--- src/rtl/crossing_pkg.sv ---
// ============================================================================
// Module : crossing_pkg
// Brief  : Shared types, state encodings and limit helpers for the
//          river-crossing game engine.
// Rev    : 1.0  initial release
// ============================================================================
`default_nettype none

package crossing_pkg;

    typedef enum logic [2:0] {
        S_IDLE  = 3'd0,
        S_PLAY  = 3'd1,
        S_CROSS = 3'd2,
        S_WIN   = 3'd3,
        S_LOSE  = 3'd4
    } state_t;

    localparam logic [1:0] GS_LOSE = 2'd0;
    localparam logic [1:0] GS_WIN  = 2'd1;
    localparam logic [1:0] GS_PLAY = 2'd2;
    localparam logic [1:0] GS_IDLE = 2'd3;

    // Cat eats mouse (bit 0*3+2) and dog eats cat (bit 1*3+0).
    localparam logic [8:0] DEFAULT_EAT_MASK = 9'h00C;

    function automatic int move_limit(input logic [1:0] diff, input int lim1, input int lim2);
        if (diff == 2'd0)
            return 0;
        else if (diff == 2'd1)
            return lim1;
        else
            return lim2;
    endfunction

    function automatic logic [7:0] to_bcd(input int v);
        logic [7:0] r;
        r[7:4] = 4'(v / 10);
        r[3:0] = 4'(v % 10);
        return r;
    endfunction

    function automatic logic [1:0] state_code(input state_t s);
        case (s)
            S_IDLE:  return GS_IDLE;
            S_WIN:   return GS_WIN;
            S_LOSE:  return GS_LOSE;
            default: return GS_PLAY;
        endcase
    endfunction

endpackage

`default_nettype wire

--- src/rtl/bcd_countdown.sv ---
// ============================================================================
// Module : bcd_countdown
// Brief  : Two-digit BCD down-counter with load, tick enable and zero flag.
// Rev    : 1.0  initial release
// ============================================================================
`default_nettype none

module bcd_countdown (
    input  logic       clk,
    input  logic       rst,
    input  logic       i_load,
    input  logic [3:0] i_load_tens,
    input  logic [3:0] i_load_ones,
    input  logic       i_tick,
    output logic [3:0] o_tens,
    output logic [3:0] o_ones,
    output logic       o_zero
);

    logic [3:0] r_tens;
    logic [3:0] r_ones;

    always_ff @(posedge clk) begin
        if (rst) begin
            r_tens <= 4'd0;
            r_ones <= 4'd0;
        end else if (i_load) begin
            r_tens <= i_load_tens;
            r_ones <= i_load_ones;
        end else if (i_tick && !o_zero) begin
            if (r_ones == 4'd0) begin
                r_ones <= 4'd9;
                r_tens <= r_tens - 4'd1;
            end else begin
                r_ones <= r_ones - 4'd1;
            end
        end
    end

    assign o_tens = r_tens;
    assign o_ones = r_ones;
    assign o_zero = (r_tens == 4'd0) && (r_ones == 4'd0);

endmodule

`default_nettype wire

--- src/rtl/crossing_game_core.sv ---
// ============================================================================
// Module : crossing_game_core
// Brief  : Parametrised river-crossing puzzle engine. Optional countdown
//          timer enabled by defining TIMER_EN.
// Rev    : 1.0  initial release
// ============================================================================
`default_nettype none

module crossing_game_core
    import crossing_pkg::*;
#(
    parameter int                         N_ITEMS      = 3,
    parameter int                         CAP          = 1,
    parameter logic [N_ITEMS*N_ITEMS-1:0] EAT_MASK     = DEFAULT_EAT_MASK,
    parameter int                         CROSS_TICKS  = 4,
    parameter int                         MOVE_W       = 6,
    parameter int                         MOVE_LIMIT_1 = 11,
    parameter int                         MOVE_LIMIT_2 = 7,
    parameter int                         TIME_LIMIT_0 = 99,
    parameter int                         TIME_LIMIT_1 = 60,
    parameter int                         TIME_LIMIT_2 = 30
) (
    input  logic               clk_1kHz,
    input  logic               btn_0,
    input  logic               tick_1hz,
    input  logic               tick_4hz,
    input  logic [N_ITEMS-1:0] item_btn,
    input  logic               canoe_btn,
    input  logic               start_sw,
    input  logic [1:0]         difficulty,
    output logic [N_ITEMS-1:0] item_pos,
    output logic [N_ITEMS-1:0] item_aboard,
    output logic               canoe_pos,
    output logic               canoe_moving,
    output logic [MOVE_W-1:0]  move_cnt,
    output logic [3:0]         time_tens,
    output logic [3:0]         time_ones,
    output logic [1:0]         game_state
);

    localparam int TICK_W = $clog2(CROSS_TICKS + 1);
    localparam int SEL_W  = (N_ITEMS > 1) ? $clog2(N_ITEMS) : 1;

    state_t              r_state,    w_nxt_state;
    logic [N_ITEMS-1:0]  r_item_pos, w_nxt_pos;
    logic [N_ITEMS-1:0]  r_aboard,   w_nxt_aboard;
    logic                r_canoe_pos, w_nxt_canoe_pos;
    logic [MOVE_W-1:0]   r_move_cnt, w_nxt_move_cnt;
    logic [TICK_W-1:0]   r_tick_cnt, w_nxt_tick_cnt;
    logic [1:0]          r_diff,     w_nxt_diff;
    logic [N_ITEMS-1:0]  r_item_prev;
    logic                r_canoe_prev;

    logic [N_ITEMS-1:0]  w_item_edge;
    logic                w_canoe_edge;
    logic [N_ITEMS-1:0]  w_bank;
    logic [N_ITEMS-1:0]  w_arr_pos;
    logic                w_arr_win;
    logic                w_conflict;
    logic                w_found;
    logic [SEL_W-1:0]    w_sel;
    logic                w_last_tick;
    logic [MOVE_W-1:0]   w_limit;
    logic                w_time_out;

    assign w_item_edge  = item_btn & ~r_item_prev;
    assign w_canoe_edge = canoe_btn & ~r_canoe_prev;
    // Items left behind on the departure bank.
    assign w_bank       = ~r_aboard & ~(r_item_pos ^ {N_ITEMS{r_canoe_pos}});
    assign w_arr_pos    = r_item_pos ^ r_aboard;
    assign w_arr_win    = (&w_arr_pos) && !r_canoe_pos;
    assign w_last_tick  = tick_4hz && (r_tick_cnt == TICK_W'(CROSS_TICKS - 1));
    assign w_limit      = MOVE_W'(move_limit(r_diff, MOVE_LIMIT_1, MOVE_LIMIT_2));

    always_comb begin
        w_found = 1'b0;
        w_sel   = '0;
        for (int k = 0; k < N_ITEMS; k++) begin
            if (w_item_edge[k] && !w_found) begin
                w_found = 1'b1;
                w_sel   = SEL_W'(k);
            end
        end
    end

    always_comb begin
        w_conflict = 1'b0;
        for (int i = 0; i < N_ITEMS; i++)
            for (int j = 0; j < N_ITEMS; j++)
                if (EAT_MASK[i*N_ITEMS+j] && w_bank[i] && w_bank[j])
                    w_conflict = 1'b1;
    end

`ifdef TIMER_EN
    logic [7:0] w_load_bcd;
    logic       w_tmr_load;
    logic       w_tmr_tick;
    logic       w_tmr_zero;
    logic       w_active;

    always_comb begin
        case (difficulty)
            2'd0:    w_load_bcd = to_bcd(TIME_LIMIT_0);
            2'd1:    w_load_bcd = to_bcd(TIME_LIMIT_1);
            default: w_load_bcd = to_bcd(TIME_LIMIT_2);
        endcase
    end

    assign w_active   = (r_state == S_PLAY) || (r_state == S_CROSS);
    // Switch off clears the digits; a start from IDLE loads the limit.
    assign w_tmr_load = !start_sw || (r_state == S_IDLE);
    assign w_tmr_tick = tick_1hz && w_active;

    bcd_countdown u_timer (
        .clk         (clk_1kHz),
        .rst         (btn_0),
        .i_load      (w_tmr_load),
        .i_load_tens (start_sw ? w_load_bcd[7:4] : 4'd0),
        .i_load_ones (start_sw ? w_load_bcd[3:0] : 4'd0),
        .i_tick      (w_tmr_tick),
        .o_tens      (time_tens),
        .o_ones      (time_ones),
        .o_zero      (w_tmr_zero)
    );

    assign w_time_out = w_tmr_zero && w_active;
`else
    logic w_unused;
    assign w_unused   = tick_1hz;
    assign time_tens  = 4'd0;
    assign time_ones  = 4'd0;
    assign w_time_out = 1'b0;
`endif

    always_comb begin
        w_nxt_state     = r_state;
        w_nxt_pos       = r_item_pos;
        w_nxt_aboard    = r_aboard;
        w_nxt_canoe_pos = r_canoe_pos;
        w_nxt_move_cnt  = r_move_cnt;
        w_nxt_tick_cnt  = r_tick_cnt;
        w_nxt_diff      = r_diff;
        if (!start_sw) begin
            w_nxt_state     = S_IDLE;
            w_nxt_pos       = '0;
            w_nxt_aboard    = '0;
            w_nxt_canoe_pos = 1'b0;
            w_nxt_move_cnt  = '0;
            w_nxt_tick_cnt  = '0;
        end else begin
            case (r_state)
                S_IDLE: begin
                    w_nxt_state     = S_PLAY;
                    w_nxt_diff      = difficulty;
                    w_nxt_pos       = '0;
                    w_nxt_aboard    = '0;
                    w_nxt_canoe_pos = 1'b0;
                    w_nxt_move_cnt  = '0;
                    w_nxt_tick_cnt  = '0;
                end
                S_PLAY: begin
                    if (w_time_out) begin
                        w_nxt_state = S_LOSE;
                    end else if (w_found) begin
                        if (r_item_pos[w_sel] == r_canoe_pos) begin
                            if (r_aboard[w_sel])
                                w_nxt_aboard[w_sel] = 1'b0;
                            else if ($countones(r_aboard) < CAP)
                                w_nxt_aboard[w_sel] = 1'b1;
                        end
                    end else if (w_canoe_edge) begin
                        if (w_conflict) begin
                            w_nxt_state = S_LOSE;
                        end else begin
                            if (r_move_cnt != '1)
                                w_nxt_move_cnt = r_move_cnt + 1'b1;
                            w_nxt_tick_cnt = '0;
                            w_nxt_state    = S_CROSS;
                        end
                    end
                end
                S_CROSS: begin
                    if (w_last_tick) begin
                        w_nxt_pos       = w_arr_pos;
                        w_nxt_canoe_pos = ~r_canoe_pos;
                        w_nxt_aboard    = '0;
                        if (w_arr_win)
                            w_nxt_state = S_WIN;
                        else if ((r_diff != 2'd0) && (r_move_cnt >= w_limit))
                            w_nxt_state = S_LOSE;
                        else if (w_time_out)
                            w_nxt_state = S_LOSE;
                        else
                            w_nxt_state = S_PLAY;
                    end else if (w_time_out) begin
                        w_nxt_state = S_LOSE;
                    end else if (tick_4hz) begin
                        w_nxt_tick_cnt = r_tick_cnt + 1'b1;
                    end
                end
                default: ;
            endcase
        end
    end

    always_ff @(posedge clk_1kHz) begin
        r_item_prev  <= item_btn;
        r_canoe_prev <= canoe_btn;
        if (btn_0) begin
            r_state     <= S_IDLE;
            r_item_pos  <= '0;
            r_aboard    <= '0;
            r_canoe_pos <= 1'b0;
            r_move_cnt  <= '0;
            r_tick_cnt  <= '0;
            r_diff      <= 2'd0;
        end else begin
            r_state     <= w_nxt_state;
            r_item_pos  <= w_nxt_pos;
            r_aboard    <= w_nxt_aboard;
            r_canoe_pos <= w_nxt_canoe_pos;
            r_move_cnt  <= w_nxt_move_cnt;
            r_tick_cnt  <= w_nxt_tick_cnt;
            r_diff      <= w_nxt_diff;
        end
    end

    assign item_pos     = r_item_pos;
    assign item_aboard  = r_aboard;
    assign canoe_pos    = r_canoe_pos;
    assign canoe_moving = (r_state == S_CROSS);
    assign move_cnt     = r_move_cnt;
    assign game_state   = state_code(r_state);

endmodule

`default_nettype wire

--- config.mk ---
export PLATFORM = sky130hd
export DESIGN_NAME = crossing_game_core
export DESIGN_NICKNAME = d
export VERILOG_FILES = /design/src/rtl/crossing_pkg.sv /design/src/rtl/bcd_countdown.sv /design/src/rtl/crossing_game_core.sv
export SDC_FILE = /design/constraint.sdc
export NUM_CORES = 1
export LEC_CHECK = 0
export CAP_MARGIN = 20
export CELL_PAD_IN_SITES_DETAIL_PLACEMENT = 2
export CELL_PAD_IN_SITES_GLOBAL_PLACEMENT = 2
export CORE_MARGIN = 2
export CORE_UTILIZATION = 29
export DETAILED_ROUTE_END_ITERATION = 16
export PLACE_DENSITY = 0.87
export SETUP_SLACK_MARGIN = 0.02
export SYNTH_ARGS = -nofsm -noshare
export SYNTH_HDL_FRONTEND = slang
export SYNTH_HIERARCHICAL = 1
export SYNTH_SLANG_ARGS = --single-unit
--- constraint.sdc ---
create_clock -name clk_1kHz -period 2.8 [get_ports clk_1kHz]
set_clock_uncertainty 0.2 [all_clocks]
set_input_delay 0.56 -clock clk_1kHz [delete_from_list [all_inputs] [get_ports clk_1kHz]]
set_output_delay 0.56 -clock clk_1kHz [all_outputs]
set_load 0.02 [all_outputs]
# ---- Word level (Yosys, flattened, before mapping)
# Index checks and enable logic that the tools add are counted.
dict set report classes {
  magnitude_cmp 4
  reduce_logical 25
  n_addsub 4
  shift 0
  n_eq_ne 18
  div 0
  n_mul 0
  n_mux 44
  bitwise_logic 14
}
# operator count
set op_table {}
lappend op_table {{2-to-1 mux 3 bit} 17}
lappend op_table {{2-to-1 mux 6 bit} 5}
lappend op_table {{case mux 3 bit (3 select lines)} 3}
lappend op_table {{!= test 2 bit (second input constant)} 8}
lappend op_table {{inverter 3 bit} 4}
lappend op_table {{case mux 6 bit (2 select lines)} 1}
lappend op_table {{2-to-1 mux 1 bit} 10}
lappend op_table {{AND reduction 5 bit} 2}
lappend op_table {{bitwise AND 3 bit} 3}
lappend op_table {{== test 3 x 2 -> 1 bit (second input constant)} 3}
lappend op_table {{logical AND 1 bit} 8}
lappend op_table {{adder 6 x 1 -> 6 bit (second input constant)} 1}
lappend op_table {{greater-or-equal comparator 6 bit} 1}
lappend op_table {{!= test 6 bit (second input constant)} 1}
lappend op_table {{case mux 2 bit (3 select lines)} 1}
lappend op_table {{case mux 3 bit (2 select lines)} 1}
lappend op_table {{AND reduction 6 bit} 1}
lappend op_table {{nonzero test 2 bit} 3}
lappend op_table {{bitwise XOR 3 bit} 2}
lappend op_table {{binary-select mux 1 bit (select 2 bit)} 2}
lappend op_table {{2-to-1 mux 4 bit} 1}
lappend op_table {{AND reduction 2 bit} 2}
lappend op_table {{AND reduction 4 bit} 1}
lappend op_table {{adder 2 x 1 -> 3 bit} 1}
lappend op_table {{other kinds (23)} 27}
dict set report word_totals {
  mem_count 0
  register_bits 25
  elab_cells 118
  mem_bits_rw 0
  rom_bits 0
  latchBits 0
  inputBits 11
}

# ---- Longest topological paths before layout
dict set report depth {
  depth_word 19
  depth_mapped 9
}

# ---- Worst setup path before layout
# OpenSTA, ideal clock, no wires.
dict set report synth_timing {
  path_kind {register to register}
  startpoint {reg r_aboard[0], in the netlist item_aboard[0]}
  endpoint {reg r_aboard[1], in the netlist item_aboard[1]}
  period_less_slack_ps 2385
  stages_incl_launch_ff 7
  t_required_ps 2530
  path_buffers 0
  slack_ps 415
  arrival_ps 2115
  path_cell_list {dfxtp_1 -> inv_1 -> fa_1 -> a221oi_1 -> or2_2 -> or4_1 -> a21oi_1}
}
dict set report synth_via {
  elab_chain_len 6
}
# item line
set synth_rtl {}
lappend synth_rtl {{start: declaration} crossing_game_core.sv:46} ;# logic [N_ITEMS-1:0] r_aboard, w_nxt_aboard;
lappend synth_rtl {{start signal: assignment} crossing_game_core.sv:220} ;# r_aboard <= w_nxt_aboard;
lappend synth_rtl {{parallel branches: the longest is 6 deep, another holds adder 2 x 1 -> 3 bit} n/a}
# Several ways; the timed one is not identified. The select of a mux whose other input is x is not followed.
# A chain may end at the register's enable or synchronous reset.

# ---- Final worst setup path
dict set report layout_timing {
  startpoint {reg r_state[0]}
  endpoint {out game_state[1]}
}
dict set report layout_via {
  elab_chain_len 2
}
# item line
set layout_rtl {}
lappend layout_rtl {{start: declaration} crossing_game_core.sv:44} ;# state_t r_state, w_nxt_state;
lappend layout_rtl {{start signal: assignment} crossing_game_core.sv:218} ;# r_state <= w_nxt_state;
lappend layout_rtl {{== test 3 bit (tied with other cells)} crossing_pkg.sv:44} ;# case (s)
lappend layout_rtl {{case mux 2 bit (3 select lines) *} crossing_pkg.sv:44}
lappend layout_rtl {{end: declaration} crossing_game_core.sv:38} ;# output logic [1:0] game_state
# Mark *: on every way between the ends. The rest lies on a longest branch, timed or not.

==> impl_metrics.tcl <==
set metrics [dict create \
    rsz0062_at_grt "false" \
    clk_pin_slew_ns 0.10 \
    cp_top_family "buffers and inverters" \
    synth_top_flop_cell "dfxtp_1" \
    tritoncts "done" \
    synth.yosys.seq_area_share_pct 31.9 \
    grt_pass1_wl_mm 7.56 \
    overflow 0 \
    start_util_pct 30.3 \
    avgSynthCellArea_um2 8.01 \
    path_cells "or2_2 -> mux2_2 -> clkdlybuf4s50_1" \
    synthToLayoutAreaGrowth_pct 22.6 \
    worst_ep_arrival_time_ns 1.84 \
    port_buffers 25 \
    ys_ff_latch 25 \
    synth.area.top_cells "dfxtp_1 (32%), ha_1 (5.6%), a21oi_1 (4.8%)" \
    drive_gt1_share_pct 9.87 \
    drc 0 \
    dpl.hpwl_mm 3.55 \
    via_per_inst 5.16 \
    synthCells 196 \
    r2r_slack_ns 0.21 \
    yosys_warnings 6 \
    hold_buffers 0 \
    end_kind "output pin" \
    n_antenna_cell 0 \
    clockBufferDepth 2 \
    synth_area_leader_cell "dfxtp_1" \
    fin_nets 243 \
    die_h_um 77.6 \
    post-route-min-period_ns 2.60 \
    ir_drop_uv 157 \
    placed_cells 289 \
    hold_class "reg2reg" \
    cpMaxStageDelayCell "clkdlybuf4s50_1" \
    p_seq_share_pct 49.2 \
    grtUsageTotal_pct 15.6 \
    fillerInstances 609 \
    yosysMostFrequentCell "dfxtp_1" \
    crit_buf_inv 1 \
    cp-start-kind "flop" \
    clock-sinks 25 \
    slew_viol_final 0 \
    totalWireLength_mm 4.54 \
    yosys.area.top_type_share_pct 31.9 \
    tightest_slew_ns 0.753 \
    grt_max_degree 15 \
    multi_input_area_um2 952 \
    clock.fmax_mhz 385 \
    io_pins 35 \
    crit_type "reg2out" \
    row_count 26 \
    cts_resized 0 \
    pwr-share-clk_pct 29.4 \
    final_hold_viol_count 0 \
    vias 1513 \
    path_max_fanout 11 \
    slew_headroom_pct 48.5 \
    switching_power_uw 235 \
    path_depth 3 \
    cellPowerDensity_nw_per_um2 398 \
    netlist_area_um2 1570 \
    first_pass_iters 4 \
    p_leak_nw 0.691 \
    wl_per_cell_um 15.5 \
    max_cap_violations 0 \
    gp_congestion 0.785 \
    first_iter_violations 45 \
    holdPathStages 2 \
    synth_common_cells "dfxtp_1 (25), nand2_1 (20), a21oi_1 (15), o21ai_0 (13), nand3_1 (12)" \
    status "complete, no violations" \
    reg2reg_depth 9 \
    internal_power_uw 530 \
    dieArea_um2 6010 \
    antenna_found_initial 0 \
    cts_made_buffers 3 \
    cts_setup_buffers 0 \
    ys_types 45 \
    grt_pass1_vias 1585 \
    die_width_um 77.6 \
    p_comb_share_pct 21.4 \
    cpPeakStageDelay_ns 0.53 \
    ant_nets 0 \
    setup_viol 0 \
    instances_no_fill 293 \
    cts-root-buf "clkbuf_8" \
    swShare_pct 30.7 \
    htreeDepth 1 \
    clk_latency_ns 0.27 \
    fin_util_pct 37.2 \
    synth_edf_count 0 \
    fin_crit_sh_pct 92.7 \
    cp.required_ns 2.04 \
    regArea_um2 500 \
    synthArstFlopShare_pct 0 \
    core_area_um2 5170 \
]
==> routing by layer <==
layer	global-route usage, %	up-vias	wire, um
li1	-	736	-
met1	18.4	749	2060
met2	28.6	24	2320
met3	1.86	4	101
met4	5.89	0	54
met5	0	-	0
==> power groups by stage <==
stage          combinational (mW)  sequential (mW)  clock, mW
2_1_floorplan               0.124            0.378          0
3_3_place_gp                0.155            0.384          0
3_5_place_dp                0.165            0.385          0
4_1_cts                     0.166            0.376      0.238
5_1_grt                     0.179            0.378      0.250
6_report                    0.164            0.376      0.224
==> placed cells by master (no fill, tap or decap), types with 2 or more instances in the layout <==
cell type	Yosys	routed
clkdlybuf4s50_1	0	25
nand3_1	12	12
or3_1	6	6
nor2b_1	5	5
conb_1	1	8
or2_2	3	3
nor4_1	2	2
nor3_1	7	7
dfxtp_1	25	25
xnor2_1	6	6
o211ai_1	2	2
a31oi_1	2	2
ha_1	7	7
o21ai_0	13	13
nand2_1	20	20
inv_1	9	9
nand2b_1	7	7
nand4_1	2	2
nor2_1	10	10
a21oi_1	15	15
clkbuf_8	0	3
or4_1	5	5
buf_4	8	7
==> through the flow <==
stage                     setup WS, ns  area [um2]  TNS [ns]  hold slack, ns  power (mW)
after detailed placement       -0.0649        1880   -0.0798           0.266       0.550
after floorplan                  0.415        1600         0           0.240       0.502
after global placement         -0.0197        1880   -0.0197           0.252       0.538
after global routing            0.0947        1920         0           0.304       0.807
after CTS                        0.184        1920         0           0.281       0.780
final                            0.203        1920         0           0.273       0.764
==> worst register-to-register path, stage by stage (launching register included) <==
cell       delay [ns]
dfxtp_1          0.34
nor2_1           0.24
inv_1            0.09
ha_1             0.28
nand2b_1         0.10
a21oi_1          0.06
nor2b_1          0.12
o21ai_0          0.10
a2111oi_0        0.68
o221a_2          0.32
==> state kept, by name, summed over array words and instances (netlist names), 2 cells and up <==
signal       flops
r_state          3
r_diff           2
r_item_prev      3
item_aboard      3
move_cnt         6
r_tick_cnt       3
item_pos         3
==> kinds of logic (layout without fill, tap and decap cells) <==
| logic type | count (synthesis) | after routing | synth area share [%] |
|---|---|---|---|
| flops | 25 | 25 | 31.9 |
| other cells | 1 | 8 | 0.239 |
| buf+inv | 25 | 45 | 9.09 |
| xor+xnor | 7 | 7 | 3.91 |
| fa+ha+maj | 8 | 8 | 6.86 |
| mux | 2 | 2 | 1.36 |
| simple gates | 83 | 83 | 27.8 |
| compound gates | 45 | 45 | 18.9 |
==> path summary, 6_finish.rpt <==
kind | end | from
max | game_state[1] | r_state[0]$_SDFFE_PP0P_
min | r_tick_cnt[1]$_SDFFE_PP0P_ | r_tick_cnt[1]$_SDFFE_PP0P_
max reg2reg | r_state[2]$_SDFFE_PP0P_ | r_diff[0]$_SDFFE_PP0P_
min reg2reg | r_tick_cnt[1]$_SDFFE_PP0P_ | r_tick_cnt[1]$_SDFFE_PP0P_
==> layout make-up <==
| class | count | share of cell area, % |
|---|---|---|
| tap | 70 | 4.55 |
| clock inverter | 1 | 0.260 |
| timing repair buffer | 32 | 15.7 |
| clock buffer | 3 | 2.15 |
| inverter | 9 | 1.76 |
| multi-input combinational | 153 | 49.5 |
| sequential | 25 | 26.0 |
Note: power is estimated with default switching activity, not from simulation.
